--- config.mk ---
export PLATFORM = sky130hd
export DESIGN_NAME = mem_arbiter_flat
export DESIGN_NICKNAME = d
export VERILOG_FILES = /design/src/rtl/mem_arbiter_if.sv /design/src/rtl/mem_arbiter.sv /design/src/flat_wrapper.sv
export SDC_FILE = /design/constraint.sdc
export NUM_CORES = 1
export LEC_CHECK = 0
export BUFFER_PORTS_ARGS = -buffer_cell sky130_fd_sc_hd__buf_2
export CAP_MARGIN = 20
export CORE_MARGIN = 10
export CORE_UTILIZATION = 40
export CTS_BUF_LIST = sky130_fd_sc_hd__clkbuf_16
export CTS_CLUSTER_SIZE = 30
export DETAILED_ROUTE_END_ITERATION = 8
export GPL_ROUTABILITY_DRIVEN = 0
export PLACE_DENSITY_LB_ADDON = 0.3
export SKIP_CTS_REPAIR_TIMING = 1
export SLEW_MARGIN = 20
export SYNTH_ARGS = -nofsm -noshare
export SYNTH_HDL_FRONTEND = slang
export SYNTH_SLANG_ARGS = --single-unit
export TNS_END_PERCENT = 10
--- constraint.sdc ---
create_clock -name clk -period 2.55 [get_ports clk]
set_clock_uncertainty 0.05 [all_clocks]
set_input_delay 0.1275 -clock clk [delete_from_list [all_inputs] [get_ports clk]]
set_output_delay 0.1275 -clock clk [all_outputs]
set_load 0.03 [all_outputs]
--- src/rtl/mem_arbiter_if.sv ---
// Cache-fill / write-through bus between the I/D caches, the arbiter and shared memory.
// The master view is the arbiter; the slave view is the caches plus memory.
interface mem_arbiter_if #(
  parameter int unsigned BLK_WORDS = 8,
  parameter int unsigned ADDR_W    = 16
);
  localparam int unsigned CNT_W = $clog2(BLK_WORDS);

  logic              i_req;
  logic [ADDR_W-1:0] i_addr;
  logic              d_req;
  logic [ADDR_W-1:0] d_addr;
  logic              d_wr_req;
  logic [ADDR_W-1:0] d_wr_addr;
  logic [15:0]       d_wr_data;
  logic [15:0]       mem_data_out;
  logic              mem_data_valid;

  logic              mem_en;
  logic              mem_wr;
  logic [ADDR_W-1:0] mem_addr;
  logic [15:0]       mem_data_in;
  logic              i_grant;
  logic              d_grant;
  logic              i_data_valid;
  logic              d_data_valid;
  logic [15:0]       fill_data;
  logic [CNT_W-1:0]  fill_word;
  logic              i_fill_done;
  logic              d_fill_done;
  logic              d_wr_ack;

  modport master (
    input  i_req, i_addr, d_req, d_addr, d_wr_req, d_wr_addr, d_wr_data,
    input  mem_data_out, mem_data_valid,
    output mem_en, mem_wr, mem_addr, mem_data_in, i_grant, d_grant,
    output i_data_valid, d_data_valid, fill_data, fill_word,
    output i_fill_done, d_fill_done, d_wr_ack
  );

  modport slave (
    output i_req, i_addr, d_req, d_addr, d_wr_req, d_wr_addr, d_wr_data,
    output mem_data_out, mem_data_valid,
    input  mem_en, mem_wr, mem_addr, mem_data_in, i_grant, d_grant,
    input  i_data_valid, d_data_valid, fill_data, fill_word,
    input  i_fill_done, d_fill_done, d_wr_ack
  );
endinterface

--- src/rtl/mem_arbiter.sv ---
// Shares one memory port between I-cache fills, D-cache fills and D-side write-through stores.
// Stores win; fills alternate via last_d; read returns are counted, so memory latency is free.
module mem_arbiter #(
  parameter int unsigned BLK_WORDS = 8,
  parameter int unsigned ADDR_W    = 16
) (
  input logic           clk,
  input logic           rst_n,
  mem_arbiter_if.master bus
);
  localparam int unsigned       CNT_W     = $clog2(BLK_WORDS);
  localparam logic [CNT_W-1:0]  LAST_WORD = CNT_W'(BLK_WORDS - 1);
  // Block holds BLK_WORDS 16-bit words, i.e. 2*BLK_WORDS byte addresses.
  localparam logic [ADDR_W-1:0] BASE_MASK = ~ADDR_W'(2 * BLK_WORDS - 1);

  typedef enum logic [1:0] {StIdle, StWrite, StFillI, StFillD} state_e;

  state_e            state_q, state_d;
  logic [CNT_W-1:0]  issue_cnt_q, issue_cnt_d;
  logic              issue_done_q, issue_done_d;
  logic [CNT_W-1:0]  ret_cnt_q, ret_cnt_d;
  logic              last_d_q, last_d_d;
  logic [ADDR_W-1:0] base_q, base_d;
  logic              fill_i;

  always_ff @(posedge clk or negedge rst_n) begin
    if (!rst_n) begin
      state_q      <= StIdle;
      issue_cnt_q  <= '0;
      issue_done_q <= 1'b0;
      ret_cnt_q    <= '0;
      last_d_q     <= 1'b0;
      base_q       <= '0;
    end else begin
      state_q      <= state_d;
      issue_cnt_q  <= issue_cnt_d;
      issue_done_q <= issue_done_d;
      ret_cnt_q    <= ret_cnt_d;
      last_d_q     <= last_d_d;
      base_q       <= base_d;
    end
  end

  // Pass-through read data is gated so every output is quiet while reset is held.
  assign bus.fill_data = rst_n ? bus.mem_data_out : 16'h0;
  assign bus.fill_word = ret_cnt_q;
  assign fill_i        = (state_q == StFillI);

  always_comb begin
    state_d          = state_q;
    issue_cnt_d      = issue_cnt_q;
    issue_done_d     = issue_done_q;
    ret_cnt_d        = ret_cnt_q;
    last_d_d         = last_d_q;
    base_d           = base_q;
    bus.mem_en       = 1'b0;
    bus.mem_wr       = 1'b0;
    bus.mem_addr     = '0;
    bus.mem_data_in  = 16'h0;
    bus.i_grant      = 1'b0;
    bus.d_grant      = 1'b0;
    bus.i_data_valid = 1'b0;
    bus.d_data_valid = 1'b0;
    bus.i_fill_done  = 1'b0;
    bus.d_fill_done  = 1'b0;
    bus.d_wr_ack     = 1'b0;

    unique case (state_q)
      StIdle: begin
        if (bus.d_wr_req) begin
          state_d = StWrite;
        end else if (bus.d_req && !(bus.i_req && last_d_q)) begin
          state_d      = StFillD;
          base_d       = bus.d_addr & BASE_MASK;
          issue_cnt_d  = '0;
          issue_done_d = 1'b0;
          ret_cnt_d    = '0;
        end else if (bus.i_req) begin
          state_d      = StFillI;
          base_d       = bus.i_addr & BASE_MASK;
          issue_cnt_d  = '0;
          issue_done_d = 1'b0;
          ret_cnt_d    = '0;
        end
      end

      StWrite: begin
        bus.mem_en      = 1'b1;
        bus.mem_wr      = 1'b1;
        bus.mem_addr    = bus.d_wr_addr;
        bus.mem_data_in = bus.d_wr_data;
        bus.d_wr_ack    = 1'b1;
        state_d         = StIdle;
      end

      StFillI, StFillD: begin
        bus.i_grant = fill_i;
        bus.d_grant = !fill_i;
        if (!issue_done_q) begin
          bus.mem_en   = 1'b1;
          bus.mem_addr = base_q + ADDR_W'({issue_cnt_q, 1'b0});
          issue_cnt_d  = issue_cnt_q + 1'b1;
          if (issue_cnt_q == LAST_WORD) issue_done_d = 1'b1;
        end
        // Completion follows returned words, never the issue count.
        if (bus.mem_data_valid) begin
          bus.i_data_valid = fill_i;
          bus.d_data_valid = !fill_i;
          ret_cnt_d        = ret_cnt_q + 1'b1;
          if (ret_cnt_q == LAST_WORD) begin
            bus.i_fill_done = fill_i;
            bus.d_fill_done = !fill_i;
            last_d_d        = !fill_i;
            state_d         = StIdle;
          end
        end
      end

      default: state_d = StIdle;
    endcase
  end
endmodule

--- src/flat_wrapper.sv ---
// flat-port wrapper written by rule: the top's interface ports become plain ports
module mem_arbiter_flat 
#(
  parameter int unsigned BLK_WORDS = 8,
  parameter int unsigned ADDR_W    = 16
)
  (clk, rst_n, bus_i_req, bus_i_addr, bus_d_req, bus_d_addr, bus_d_wr_req, bus_d_wr_addr, bus_d_wr_data, bus_mem_data_out, bus_mem_data_valid, bus_mem_en, bus_mem_wr, bus_mem_addr, bus_mem_data_in, bus_i_grant, bus_d_grant, bus_i_data_valid, bus_d_data_valid, bus_fill_data, bus_fill_word, bus_i_fill_done, bus_d_fill_done, bus_d_wr_ack);
  mem_arbiter_if #(.BLK_WORDS(BLK_WORDS), .ADDR_W(ADDR_W)) bus_i ();
  input logic clk;
  input logic rst_n;
  input wire logic [$bits(bus_i.i_req)-1:0] bus_i_req;
  input wire logic [$bits(bus_i.i_addr)-1:0] bus_i_addr;
  input wire logic [$bits(bus_i.d_req)-1:0] bus_d_req;
  input wire logic [$bits(bus_i.d_addr)-1:0] bus_d_addr;
  input wire logic [$bits(bus_i.d_wr_req)-1:0] bus_d_wr_req;
  input wire logic [$bits(bus_i.d_wr_addr)-1:0] bus_d_wr_addr;
  input wire logic [$bits(bus_i.d_wr_data)-1:0] bus_d_wr_data;
  input wire logic [$bits(bus_i.mem_data_out)-1:0] bus_mem_data_out;
  input wire logic [$bits(bus_i.mem_data_valid)-1:0] bus_mem_data_valid;
  output wire logic [$bits(bus_i.mem_en)-1:0] bus_mem_en;
  output wire logic [$bits(bus_i.mem_wr)-1:0] bus_mem_wr;
  output wire logic [$bits(bus_i.mem_addr)-1:0] bus_mem_addr;
  output wire logic [$bits(bus_i.mem_data_in)-1:0] bus_mem_data_in;
  output wire logic [$bits(bus_i.i_grant)-1:0] bus_i_grant;
  output wire logic [$bits(bus_i.d_grant)-1:0] bus_d_grant;
  output wire logic [$bits(bus_i.i_data_valid)-1:0] bus_i_data_valid;
  output wire logic [$bits(bus_i.d_data_valid)-1:0] bus_d_data_valid;
  output wire logic [$bits(bus_i.fill_data)-1:0] bus_fill_data;
  output wire logic [$bits(bus_i.fill_word)-1:0] bus_fill_word;
  output wire logic [$bits(bus_i.i_fill_done)-1:0] bus_i_fill_done;
  output wire logic [$bits(bus_i.d_fill_done)-1:0] bus_d_fill_done;
  output wire logic [$bits(bus_i.d_wr_ack)-1:0] bus_d_wr_ack;
  assign bus_i.i_req = bus_i_req;
  assign bus_i.i_addr = bus_i_addr;
  assign bus_i.d_req = bus_d_req;
  assign bus_i.d_addr = bus_d_addr;
  assign bus_i.d_wr_req = bus_d_wr_req;
  assign bus_i.d_wr_addr = bus_d_wr_addr;
  assign bus_i.d_wr_data = bus_d_wr_data;
  assign bus_i.mem_data_out = bus_mem_data_out;
  assign bus_i.mem_data_valid = bus_mem_data_valid;
  assign bus_mem_en = bus_i.mem_en;
  assign bus_mem_wr = bus_i.mem_wr;
  assign bus_mem_addr = bus_i.mem_addr;
  assign bus_mem_data_in = bus_i.mem_data_in;
  assign bus_i_grant = bus_i.i_grant;
  assign bus_d_grant = bus_i.d_grant;
  assign bus_i_data_valid = bus_i.i_data_valid;
  assign bus_d_data_valid = bus_i.d_data_valid;
  assign bus_fill_data = bus_i.fill_data;
  assign bus_fill_word = bus_i.fill_word;
  assign bus_i_fill_done = bus_i.i_fill_done;
  assign bus_d_fill_done = bus_i.d_fill_done;
  assign bus_d_wr_ack = bus_i.d_wr_ack;
  mem_arbiter #(.BLK_WORDS(BLK_WORDS), .ADDR_W(ADDR_W)) u_core (.clk(clk), .rst_n(rst_n), .bus(bus_i));
endmodule
=== Yosys cells after proc, flatten, opt, wreduce, memory -nomap -nowiden ===
Cells that the tools add are included.

* Latch bits: 0
* Register bits after elaboration: 26
* Memory bits (writable): 0
* Memory bits (read-only): 0
* Logic and storage cells: 75
* Memories kept: 0
* Output and inout bits: 60

* Multipliers: 0
* Reduce and logical (&&, ||, !) cells: 14
* Muxes and demuxes: 40
* Shift operators: 0
* Bitwise gates (word level): 1
* Order comparisons: 0
* Divide/modulo/power cells: 0
* Equality and inequality tests: 11
* Add/subtract/negate cells: 3

{| class="wikitable"
|+ Operators by type and width
! kind !! count
|-
| $mux W16 || 5
|-
| $pmux W16 S2 || 1
|-
| $mux W1 || 19
|-
| $add A16 B4 Y16 || 1
|-
| $mux W3 || 5
|-
| $pmux W3 S2 || 2
|-
| $reduce_and A3 Y1 || 4
|-
| $mux W2 || 5
|-
| $reduce_and A4 Y1 || 2
|-
| $add A3 B1 Y3 const B || 2
|-
| $eq A3 B3 Y1 const B || 2
|-
| $ne A2 B2 Y1 const B || 3
|-
| $pmux W2 S3 || 1
|-
| $eq A2 B2 Y1 const B || 2
|-
| $ne A4 B3 Y1 const B || 1
|-
| $pmux W1 S2 || 2
|-
| $reduce_bool A2 Y1 || 2
|-
| $ne A3 B2 Y1 const B || 1
|-
| $eq A2 B1 Y1 const B || 1
|-
| $logic_and A1 B1 Y1 || 2
|-
| $logic_not A1 Y1 || 2
|-
| $logic_not A2 Y1 || 1
|-
| $ne A2 B1 Y1 const B || 1
|-
| $reduce_or A2 Y1 || 1
|-
| $not A1 Y1 || 1
|}

=== Depth between registers and ports, before layout ===
* Depth in word-level cells: 6
* Mapped depth: 5
* Gate-level depth less buffers: 5

=== Worst setup path after synthesis ===
No wires, ideal clock.

* Path kind: register to output
* Start: register u_core.state_q[0]
* End: output port bus_mem_addr[10]
* Buffers on the path: 2
* Arrival: 1.470 ns
* Stages on the path, launching flop included: 5
* Path slack: 0.902 ns
* Required time: 2.372 ns
* Path through: dfrtp_1 buf_2 buf_2 nand2_1 o21ai_0

* Word-level cells in the longest chain between the ends: 3
* Elaborated cells between the ends (all ways): 5
* Those cells by class: eq/ne (3); mux (1); reduce/logical (1)

{| class="wikitable"
|+ RTL lines
! element !! RTL line !! source
|-
| start, declared || mem_arbiter.sv:18 || <nowiki>state_e state_q, state_d;</nowiki>
|-
| start signal, assigned || mem_arbiter.sv:28 || <nowiki>state_q <= StIdle;</nowiki>
|-
| start signal, assigned || mem_arbiter.sv:35 || <nowiki>state_q <= state_d;</nowiki>
|-
| $eq A2 B2 Y1 || mem_arbiter.sv:68 || <nowiki>unique case (state_q)</nowiki>
|-
| $reduce_or A2 Y1 || mem_arbiter.sv:68 ||
|-
| $pmux W16 S2 * || mem_arbiter.sv:68 ||
|-
| end, declared || flat_wrapper.sv:22 || <nowiki>output wire logic [$bits(bus_i.mem_addr)-1:0] bus_mem_addr;</nowiki>
|}

Every way passes the cells marked *; elsewhere a longest branch is shown, timed or not.

=== Final worst setup path ===
* Start: register u_core.state_q[1]
* End: output port bus_i_fill_done

* Word-level cells in the longest chain between the ends: 4
* Elaborated cells between the ends (all ways): 6
* Those cells by class: eq/ne (2); mux (3); reduce/logical (1)

{| class="wikitable"
|+ RTL lines
! element !! RTL line !! source
|-
| $eq A2 B2 Y1 || mem_arbiter.sv:47, mem_arbiter.sv:68 ||
|-
| $mux W1 || mem_arbiter.sv:110 || <nowiki>if (ret_cnt_q == LAST_WORD) begin</nowiki>
|-
| $mux W1 || mem_arbiter.sv:106 || <nowiki>if (bus.mem_data_valid) begin</nowiki>
|-
| $mux W1 * || mem_arbiter.sv:68 ||
|-
| end, declared || flat_wrapper.sv:30 || <nowiki>output wire logic [$bits(bus_i.i_fill_done)-1:0] bus_i_fill_done;</nowiki>
|}

Marked as above.

==> impl_metrics.ini <==
[setup_path]
r2r-end = u_core.bus.fill_word[2]
cp_slowest_cell = dfrtp_1
critPathMaxStageDelay_ns = 0.59
crit_family = flip-flops
critical_path_arrival_ns = 1.80
crit_path_end_kind = output pin
start_kind = register
worstPathCellList = buf_4 > nand2_1 > nor2_1 > and2_1 > buf_2
cp_num_buf_inv = 2
setup.worst_path.class = reg -> out
r2r-start = u_core.state_q[0]
worstPathRequired_ns = 2.37
ff2ff_path_depth = 4
rrSetupSlack_ns = 0.74
cp_max_fo = 25

[yosys]
synthesis.instances = 181
ys_seq_area_frac = 0.3487
yosysTopAreaCell = dfrtp_1
synth_commonest_cells = 36 x and2_1, 22 x dfrtp_1, 21 x nand2_1
syn-cell-area_sq_mm = 0.001579
yosys-top-cells-area = dfrtp_1 35%, and2_1 14%, a2bb2oi_1 6.7%
async_reset_ff_frac = 1.000
avgSynthCellArea_sq_um = 8.724
yosysWarnings = 0
yosysUniqueCellTypes = 28
synthFlopType = dfrtp_1
synth_edf_count = 0
synth_most_common_cell = and2_1
ys_ff_latch = 22
synth.net_count = 272
synth_top_area_frac = 0.3487

[floorplan]
ioPinCount = 146
die_h_um = 82.83
initial_core_util = 0.4218
core_sq_mm = 0.003744
die_w_um = 82.83
dieArea_sq_mm = 0.006861
placementRows = 22

[sta]
min_period_ns = 1.981
fin_tns_setup_ns = 0
max_slew_margin = 0.4065
setup_ws_ns = 0.5687
rsz0062_at_grt = no
fmax_mhz = 504.7
drv_slew = 0
hold_viol = 0
worst_pin_slew_ns = 0.8885
fin_crit_sh = 0.7770
finalSetupViolCount = 0

[drt]
dr.pass1.iters = 4
drtIter0Drc = 101
vias_per_cell = 5.011
detail_route.wl_per_cell_um = 16.64
drcViolationCount = 0
final_antenna_net_count = 0
wirelength_um = 5941
via_count = 1789

[run]
drv_cap = 0

[power_and_ir_drop]
totalPowerFinal_mw = 2.845
p_leak_nw = 1.299
peakVddDrop_mv = 0.7310
p_per_area_mw_per_mm2 = 1199

[clocking]
clk_pin_slew_ns = 0.06
htree_levels = 1
cts_made_buffers = 3
cts_root_buffer = clkbuf_16
worstSkewPairLatency_ns = 0.26
clkSinkCount = 22
cts_tree = built
cts_buffer_depth = 2

[placed_design]
hpwl_um = 4787
place_inst = 352
pre_cts_slack_ns = 0.7527
portBuffers = 137

[grt]
first_global_vias = 1869
grt_overflow = 0
grt_max_degree = 39
grt_pass1_wl_um = 9722
antenna_found_initial = 0
grt_usage = 0.1630

[final_layout]
drive_gt1_frac = 0.4790
post_layout_nonfiller_instances = 357
diodes = 0
final_nets = 401
synthToLayoutAreaGrowth_pct = 50.32

[hold_path]
hold_end = u_core.base_q[12]
hold_path.class = in -> reg
hp-start = bus_d_addr[12]
hold_depth = 3

[outcome]
outcome = finished, final reports clean
## stage by stage
| step | area [sq um] | hold WS, ns | utilization |
|---|---|---|---|
| floorplan | 1579 | -0.2181 | - |
| global route | 2374 | 0.1578 | 0.6340 |
| global placement | 2258 | 0.1319 | 0.6033 |
| CTS | 2364 | -0.1301 | 0.6314 |
| finish | 2374 | 0.1351 | 0.6340 |
| detailed placement | 2258 | 0.1504 | 0.6033 |
## cell type report
cell class,instances,area [sq um]
clock buffer,3,75.07
sequential,22,550.5
clock inverter,1,30.03
tap,48,60.06
multi-input combinational,141,935.9
timing repair buffer,141,718.2
fill,338,1370
inverter,1,3.754
## worst max path at each step
| stage | cells after the start | start | slack, ns | to |
|---|---|---|---|---|
| after global routing | 3 | u_core.state_q[1] | 0.39 | bus_mem_addr[12] |
| final | 5 | u_core.state_q[1] | 0.57 | bus_i_fill_done |
| after CTS | 3 | u_core.state_q[1] | 0.56 | bus_mem_addr[12] |
| after floorplan | 4 | u_core.state_q[0] | 0.90 | bus_mem_addr[10] |
| after global placement | 4 | u_core.state_q[0] | 0.79 | u_core.bus.fill_word[1] |
| after detailed placement | 4 | u_core.state_q[0] | 0.75 | u_core.bus.fill_word[2] |
## logic make-up after synthesis
family | count (synthesis) | synth area share
simple gates | 85 | 0.3130
buf+inv | 18 | 0.05863
fa+ha+maj | 5 | 0.03962
compound gates | 50 | 0.2330
flops | 22 | 0.3487
mux | 1 | 0.007131
## worst min-delay path, stage by stage
cell and delay [ns]:
buf_2 0.07, o32ai_1 0.06, a2bb2oi_1 0.14
## cell usage in the layout (no fill, tap or decap), types with 2 or more instances in the layout
cell / n
buf_4: 3
nor2_1: 2
a22o_1: 4
o32ai_1: 12
o21ai_0: 17
clkbuf_16: 3
buf_2: 137
nand3b_1: 11
and2_1: 36
dfrtp_1: 22
ha_1: 5
nor2b_1: 4
nand2b_1: 3
nand2_1: 21
nand3_1: 4
a2bb2oi_1: 12
## routing by layer
metal,routed length (um),GRT usage
met2,2887,0.2723
met1,2510,0.1973
met4,31,0.03692
met5,0,0
met3,510,0.05273
## power breakdown
group | internal, mW | switching, mW
sequential | 0.518 | 0.158
clock | 0.312 | 0.127
combinational | 0.604 | 1.13
## registers in the layout (all words and copies together), names as in the netlist
signal                count
u_core.base_q            12
u_core.bus.fill_word      3
u_core.issue_cnt_q        3
u_core.issue_done_q       1
u_core.last_d_q           1
u_core.state_q            2
Note: power is estimated with default switching activity, not from simulation.
